File: src/rtl/keypad_entry.sv
`default_nettype none
// ============================================================================
// Module   : keypad_entry
// Brief    : Debounced one-hot keypad entry. Each accepted key press is
//            emitted once as a BCD digit with a one-cycle load strobe and is
//            shifted into a three-digit preview. Simultaneous multi-key
//            presses are rejected with a one-cycle err pulse.
// Build    : KEYPAD_DEBOUNCE_EN - when defined, a press must be stable for
//            DEBOUNCE_CYCLES cycles before it is accepted; when undefined,
//            the debounce stage and its counter are compiled out.
// Revision : 1.0 - initial release
// ============================================================================
module keypad_entry #(
    parameter int DEBOUNCE_CYCLES = 4
) (
    input  logic       clk,
    input  logic       clearn,
    input  logic [9:0] keys,
    input  logic       lock,
    output logic [3:0] data,
    output logic       load,
    output logic [3:0] ent0,
    output logic [3:0] ent1,
    output logic [3:0] ent2,
    output logic [1:0] count,
    output logic       err
);

    localparam logic [1:0] c_IDLE     = 2'd0;
    localparam logic [1:0] c_DEBOUNCE = 2'd1;
    localparam logic [1:0] c_EMIT     = 2'd2;
    localparam logic [1:0] c_RELEASE  = 2'd3;

    logic [1:0] r_state;
    logic [9:0] r_sample;
    logic [3:0] r_data;
    logic       r_load;
    logic       r_err;
    logic [3:0] r_ent0;
    logic [3:0] r_ent1;
    logic [3:0] r_ent2;
    logic [1:0] r_count;

    logic       w_any;
    logic       w_multi;
    logic       w_onehot;
    logic [3:0] w_index;

    // x & (x-1) clears the lowest set bit, so any remaining bit means two or more keys
    assign w_any    = |keys;
    assign w_multi  = |(keys & (keys - 10'd1));
    assign w_onehot = w_any & ~w_multi;

    // Binary index of the captured key; the sample is always one-hot, so 0-9 only
    always_comb begin
        w_index = 4'd0;
        for (int i = 0; i < 10; i++) begin
            if (r_sample[i]) begin
                w_index = 4'(i);
            end
        end
    end

`ifdef KEYPAD_DEBOUNCE_EN
    localparam int c_DEB = (DEBOUNCE_CYCLES < 1) ? 1 : DEBOUNCE_CYCLES;
    localparam int c_CW  = (c_DEB > 1) ? $clog2(c_DEB) : 1;
    localparam logic [c_CW-1:0] c_LAST = c_CW'(c_DEB - 1);

    logic [c_CW-1:0] r_cnt;
    logic            w_same;
    logic            w_deb_done;

    assign w_same     = (keys == r_sample);
    assign w_deb_done = (r_cnt == c_LAST);

    // Stability counter: advances only while the captured key is still held, else clears
    always_ff @(posedge clk) begin
        if (!clearn) begin
            r_cnt <= '0;
        end else if ((r_state == c_DEBOUNCE) && !lock && w_same && !w_deb_done) begin
            r_cnt <= r_cnt + 1'b1;
        end else begin
            r_cnt <= '0;
        end
    end
`else
    // Debounce length has no effect in this build; the parameter stays so
    // instantiations are identical whichever way the block is built.
    if (DEBOUNCE_CYCLES < 1) begin : g_debounce_unused
    end
`endif

    // Entry FSM plus registered outputs; load/err default low so they only pulse
    always_ff @(posedge clk) begin
        if (!clearn) begin
            r_state  <= c_IDLE;
            r_sample <= '0;
            r_data   <= 4'd0;
            r_load   <= 1'b0;
            r_err    <= 1'b0;
            r_ent0   <= 4'd0;
            r_ent1   <= 4'd0;
            r_ent2   <= 4'd0;
            r_count  <= 2'd0;
        end else begin
            r_load <= 1'b0;
            r_err  <= 1'b0;
            case (r_state)
                c_IDLE: begin
                    if (lock) begin
                        r_state <= c_RELEASE;
                    end else if (w_onehot) begin
                        r_sample <= keys;
`ifdef KEYPAD_DEBOUNCE_EN
                        r_state  <= c_DEBOUNCE;
`else
                        r_state  <= c_EMIT;
`endif
                    end else if (w_multi) begin
                        r_err   <= 1'b1;
                        r_state <= c_RELEASE;
                    end
                end
                c_DEBOUNCE: begin
`ifdef KEYPAD_DEBOUNCE_EN
                    if (lock) begin
                        r_state <= c_RELEASE;
                    end else if (!w_same) begin
                        r_state <= c_IDLE;
                    end else if (w_deb_done) begin
                        r_state <= c_EMIT;
                    end
`else
                    r_state <= c_IDLE;
`endif
                end
                c_EMIT: begin
                    // A lock arriving now does not cancel the digit already accepted
                    r_load  <= 1'b1;
                    r_data  <= w_index;
                    r_ent2  <= r_ent1;
                    r_ent1  <= r_ent0;
                    r_ent0  <= w_index;
                    if (r_count != 2'd3) begin
                        r_count <= r_count + 2'd1;
                    end
                    r_state <= c_RELEASE;
                end
                default: begin
                    // Wait for all keys up, so a held key cannot emit twice
                    if (!lock && !w_any) begin
                        r_state <= c_IDLE;
                    end
                end
            endcase
        end
    end

    assign data  = r_data;
    assign load  = r_load;
    assign err   = r_err;
    assign ent0  = r_ent0;
    assign ent1  = r_ent1;
    assign ent2  = r_ent2;
    assign count = r_count;

endmodule
`default_nettype wire

File: config.mk
export PLATFORM = sky130hd
export DESIGN_NAME = keypad_entry
export DESIGN_NICKNAME = d
export VERILOG_FILES = /design/src/rtl/keypad_entry.sv
export SDC_FILE = /design/constraint.sdc
export NUM_CORES = 1
export LEC_CHECK = 0
export CAP_MARGIN = 20
export CORE_MARGIN = 3
export CORE_UTILIZATION = 42
export CTS_CLUSTER_SIZE = 20
export DETAILED_ROUTE_END_ITERATION = 10
export MAX_ROUTING_LAYER = met4
export PLACE_DENSITY = 0.74
export SLEW_MARGIN = 30
export SYNTH_ARGS = -nofsm -noshare
export SYNTH_HDL_FRONTEND = slang
export SYNTH_SLANG_ARGS = --single-unit
File: constraint.sdc
create_clock -name clk -period 2.22 [get_ports clk]
set_input_delay 0.333 -clock clk [delete_from_list [all_inputs] [get_ports clk]]
set_output_delay 0.333 -clock clk [all_outputs]
set_load 0.01 [all_outputs]
==> impl_metrics.tcl, run 1 <==
set metrics [dict create \
    async_flop_share 0 \
    rows 19 \
    p_total_uw 852 \
    clk-insertion-delay-late_ns 0.32 \
    area_growth_pct 37.6 \
    routed_wirelength_mm 2.68 \
    die_y_um 60.4 \
    rsz0062_at_grt "no" \
    numPortBuffers 32 \
    r2r-end "r_sample[4]" \
    syn_inst 145 \
    finClkSkew_ns 0.00128 \
    htree_levels 1 \
    clk_pin_slew_ns 0.14 \
    ff2ff_setup_slack_ns 0.74 \
    grt_pass1_wl_mm 4.51 \
    finalNonFillerCells 217 \
    synth_top_cell_area_share 0.435 \
    drt-vias-per-instance 5.11 \
    ios 33 \
    detail_route.wl_per_cell_um 12.4 \
    gp_congestion 0.797 \
    dp_cells 212 \
    timing.rr.start "r_state[1]" \
    crit_type "primary input to register" \
    endpoint_kind "register" \
    worst_setup_path_start_kind "primary input" \
    status "finished clean" \
    track_usage 0.166 \
    p_per_area_mw_per_mm2 498 \
    antenna_found_initial 0 \
    path_cells "dlygate4sd2_1 > or4_4 > or4_4 > or2_0 > a211oi_2 > buf_4 > mux2i_1" \
    max_stage_delay_ns 0.51 \
    post-route-worst-setup-slack_ns 0.0996 \
    max_slew_margin 0.691 \
    min_period_ns 2.12 \
    reg2reg_depth 4 \
    hold_buffers 0 \
    ys.flop_type "dfxtp_1" \
    preCtsSetupSlack_ns -0.547 \
    crit_path_frequent_cell "or4_4" \
    core_area_sq_mm 0.00278 \
    drtAntennaViolNets 0 \
    ys_seq_area_frac 0.435 \
    hold_path_class "primary input to register" \
    start_util 0.447 \
    worstMarginPinSlew_ns 0.461 \
    report.final.slew_viol_count 0 \
    route.detailed.drc 0 \
    cts_buffers 3 \
    finalSetupViolCount 0 \
    clk_path_buf_depth 2 \
    hp-start "keys[4]" \
    required_ns 2.48 \
    post-route-period-util 0.955 \
    gr-total-overflow 0 \
    hold_violations 0 \
    first_iter_violations 41 \
    yosys_warnings 0 \
    drtPass1Iterations 4 \
    die_area_sq_mm 0.00365 \
    hold_depth 4 \
    root_buffer "clkbuf_4" \
    cap_viol_max_count 0 \
    crit_fanout 5 \
    fillerInstances 255 \
    grt_pass1_vias 1092 \
    die_w_um 60.4 \
    syn_area_sq_mm 0.00124 \
    vias 1109 \
    worstPathArrival_ns 2.38 \
    yosysTopAreaCell "dfxtp_1" \
    synthTopCellsByArea "dfxtp_1 43%, nand2_1 12%, mux2i_1 7.2%" \
    power_leakage_nw 0.655 \
    cts_num_sinks 27 \
    synth-edff-count 0 \
    cts_tree "built" \
    post_cts_buffers 0 \
    fin_nets 201 \
    drive_gt1_frac 0.145 \
    setup_tns_ns 0 \
    critPathSlowestCell "or4_4" \
    diodes 0 \
    dp_hpwl_mm 2.05 \
    grt_max_degree 23 \
    syn_area_per_cell_sq_um 8.58 \
    max_freq_ghz 0.472 \
    synth_cell_types 35 \
    whs_endpoint "r_sample[4]" \
    max-vdd-ir-drop_uv 410 \
    ys_ff_latch 27 \
    synth_nets 159 \
]
## report_power, final
group          internal (mW)  switching, mW  leakage (nW)
Combinational         0.0728         0.0606         0.422
Clock                 0.0687          0.144        0.0139
Sequential             0.497        0.00925         0.219
## critical path, delay by kind of cell
kind	cells	cell delay [ns]
compound gates	1	0.28
mux	1	0.18
buf+inv	2	0.44
simple gates	3	1.15
## worst max-delay path by stage
stage                  from          end  slack, ns  cells past startpoint
floorplan           keys[1]  r_sample[1]      -0.07                      7
global placement    keys[1]  r_sample[4]      -0.44                      7
detailed placement  keys[1]  r_sample[2]      -0.55                      8
CTS                 keys[0]  r_sample[4]       0.01                      7
global route        keys[2]  r_sample[3]      0.009                      7
finish              keys[2]  r_sample[4]        0.1                      7
## layout make-up
class / count / area (sq um) / area share
timing repair buffer: 49 / 463 / 0.270
tap: 31 / 38.8 / 0.0227
clock inverter: 1 / 7.51 / 0.00439
sequential: 27 / 541 / 0.316
multi-input combinational: 103 / 628 / 0.367
inverter: 3 / 11.3 / 0.00658
clock buffer: 3 / 22.5 / 0.0132
## logic make-up (layout without fill, tap and decap cells)
| family | after synthesis | in the layout | synth area share |
|---|---|---|---|
| adder cells (fa/ha/maj) | 3 | 3 | 0.0262 |
| XOR/XNOR | 1 | 1 | 0.00704 |
| AO/OA/AOI/OAI | 25 | 25 | 0.148 |
| buffers and inverters | 15 | 56 | 0.0694 |
| AND/OR/NAND/NOR | 65 | 65 | 0.242 |
| flip-flops | 27 | 27 | 0.435 |
| multiplexers | 9 | 9 | 0.0724 |
## cells in the mapped netlist, types with 3 or more instances
cell type   n
nor2b_1     3
clkbuf_1    6
a21boi_1    9
nor2_1      6
nand2_1    39
a21oi_1     4
dfxtp_1    27
buf_4       4
mux2i_1     9
or3_1       3
## flip-flops by register name, indices dropped and copies added (netlist names)
register	flops
ent0	4
err	1
ent2	4
count	2
load	1
r_sample	9
r_state	2
ent1	4
## metrics by stage
stage | util | hold slack [ns] | area, sq um
final | 0.615 | 0.444 | 1710
after global routing | 0.615 | 0.442 | 1710
after CTS | 0.612 | 0.471 | 1700
after detailed placement | 0.597 | 0.451 | 1660
after global placement | 0.597 | 0.439 | 1660
after floorplan | - | 0.430 | 1240
## what timing repair did
item / in CTS / in global routing
endpoints found under the setup margin: 10 / 10
pin swaps: 4 / 3
gates cloned: 1 / 0
resized for setup: 9 / 3
## cell usage in the layout (no fill, tap or decap), types with 2 or more instances in the layout
| cell type | synthesis | routed |
|---|---|---|
| nor2_1 | 6 | 6 |
| dlygate4sd2_1 | 0 | 5 |
| clkbuf_4 | 0 | 3 |
| buf_4 | 4 | 15 |
| maj3_1 | 2 | 2 |
| nand3_1 | 2 | 2 |
| a21oi_1 | 4 | 4 |
| inv_1 | 2 | 2 |
| or4_4 | 2 | 2 |
| nor4_1 | 2 | 2 |
| or3_1 | 3 | 2 |
| dlymetal6s2s_1 | 0 | 2 |
| a21boi_1 | 9 | 9 |
| clkdlybuf4s50_1 | 0 | 25 |
| nor3_1 | 2 | 2 |
| and2_1 | 2 | 2 |
| mux2i_1 | 9 | 9 |
| dfxtp_1 | 27 | 27 |
| nand2_1 | 39 | 39 |
| o21bai_1 | 2 | 2 |
| a21boi_0 | 2 | 2 |
| nor2b_1 | 3 | 3 |
## routing by layer
metal  vias to the layer above  share of wire  global-route usage
li1                        575              -                   -
met1                       508           0.41               0.171
met2                        24           0.53               0.326
met3                         2          0.050              0.0255
met4                         0         0.0063              0.0372
met5                         -              0                   -
Power figures use the tool's default switching activity.
==> run 2, diff against run 1 <==
HOLD_SLACK_MARGIN = 0.03   (was default)
==> results of run 2 <==
Final layout, timing and power as in run 1 (identical DEF).
==> run 3, diff against run 2 <==
ABC_AREA = 0   (was default)
==> results of run 3 <==
Final layout, timing and power as in run 1 (identical DEF).
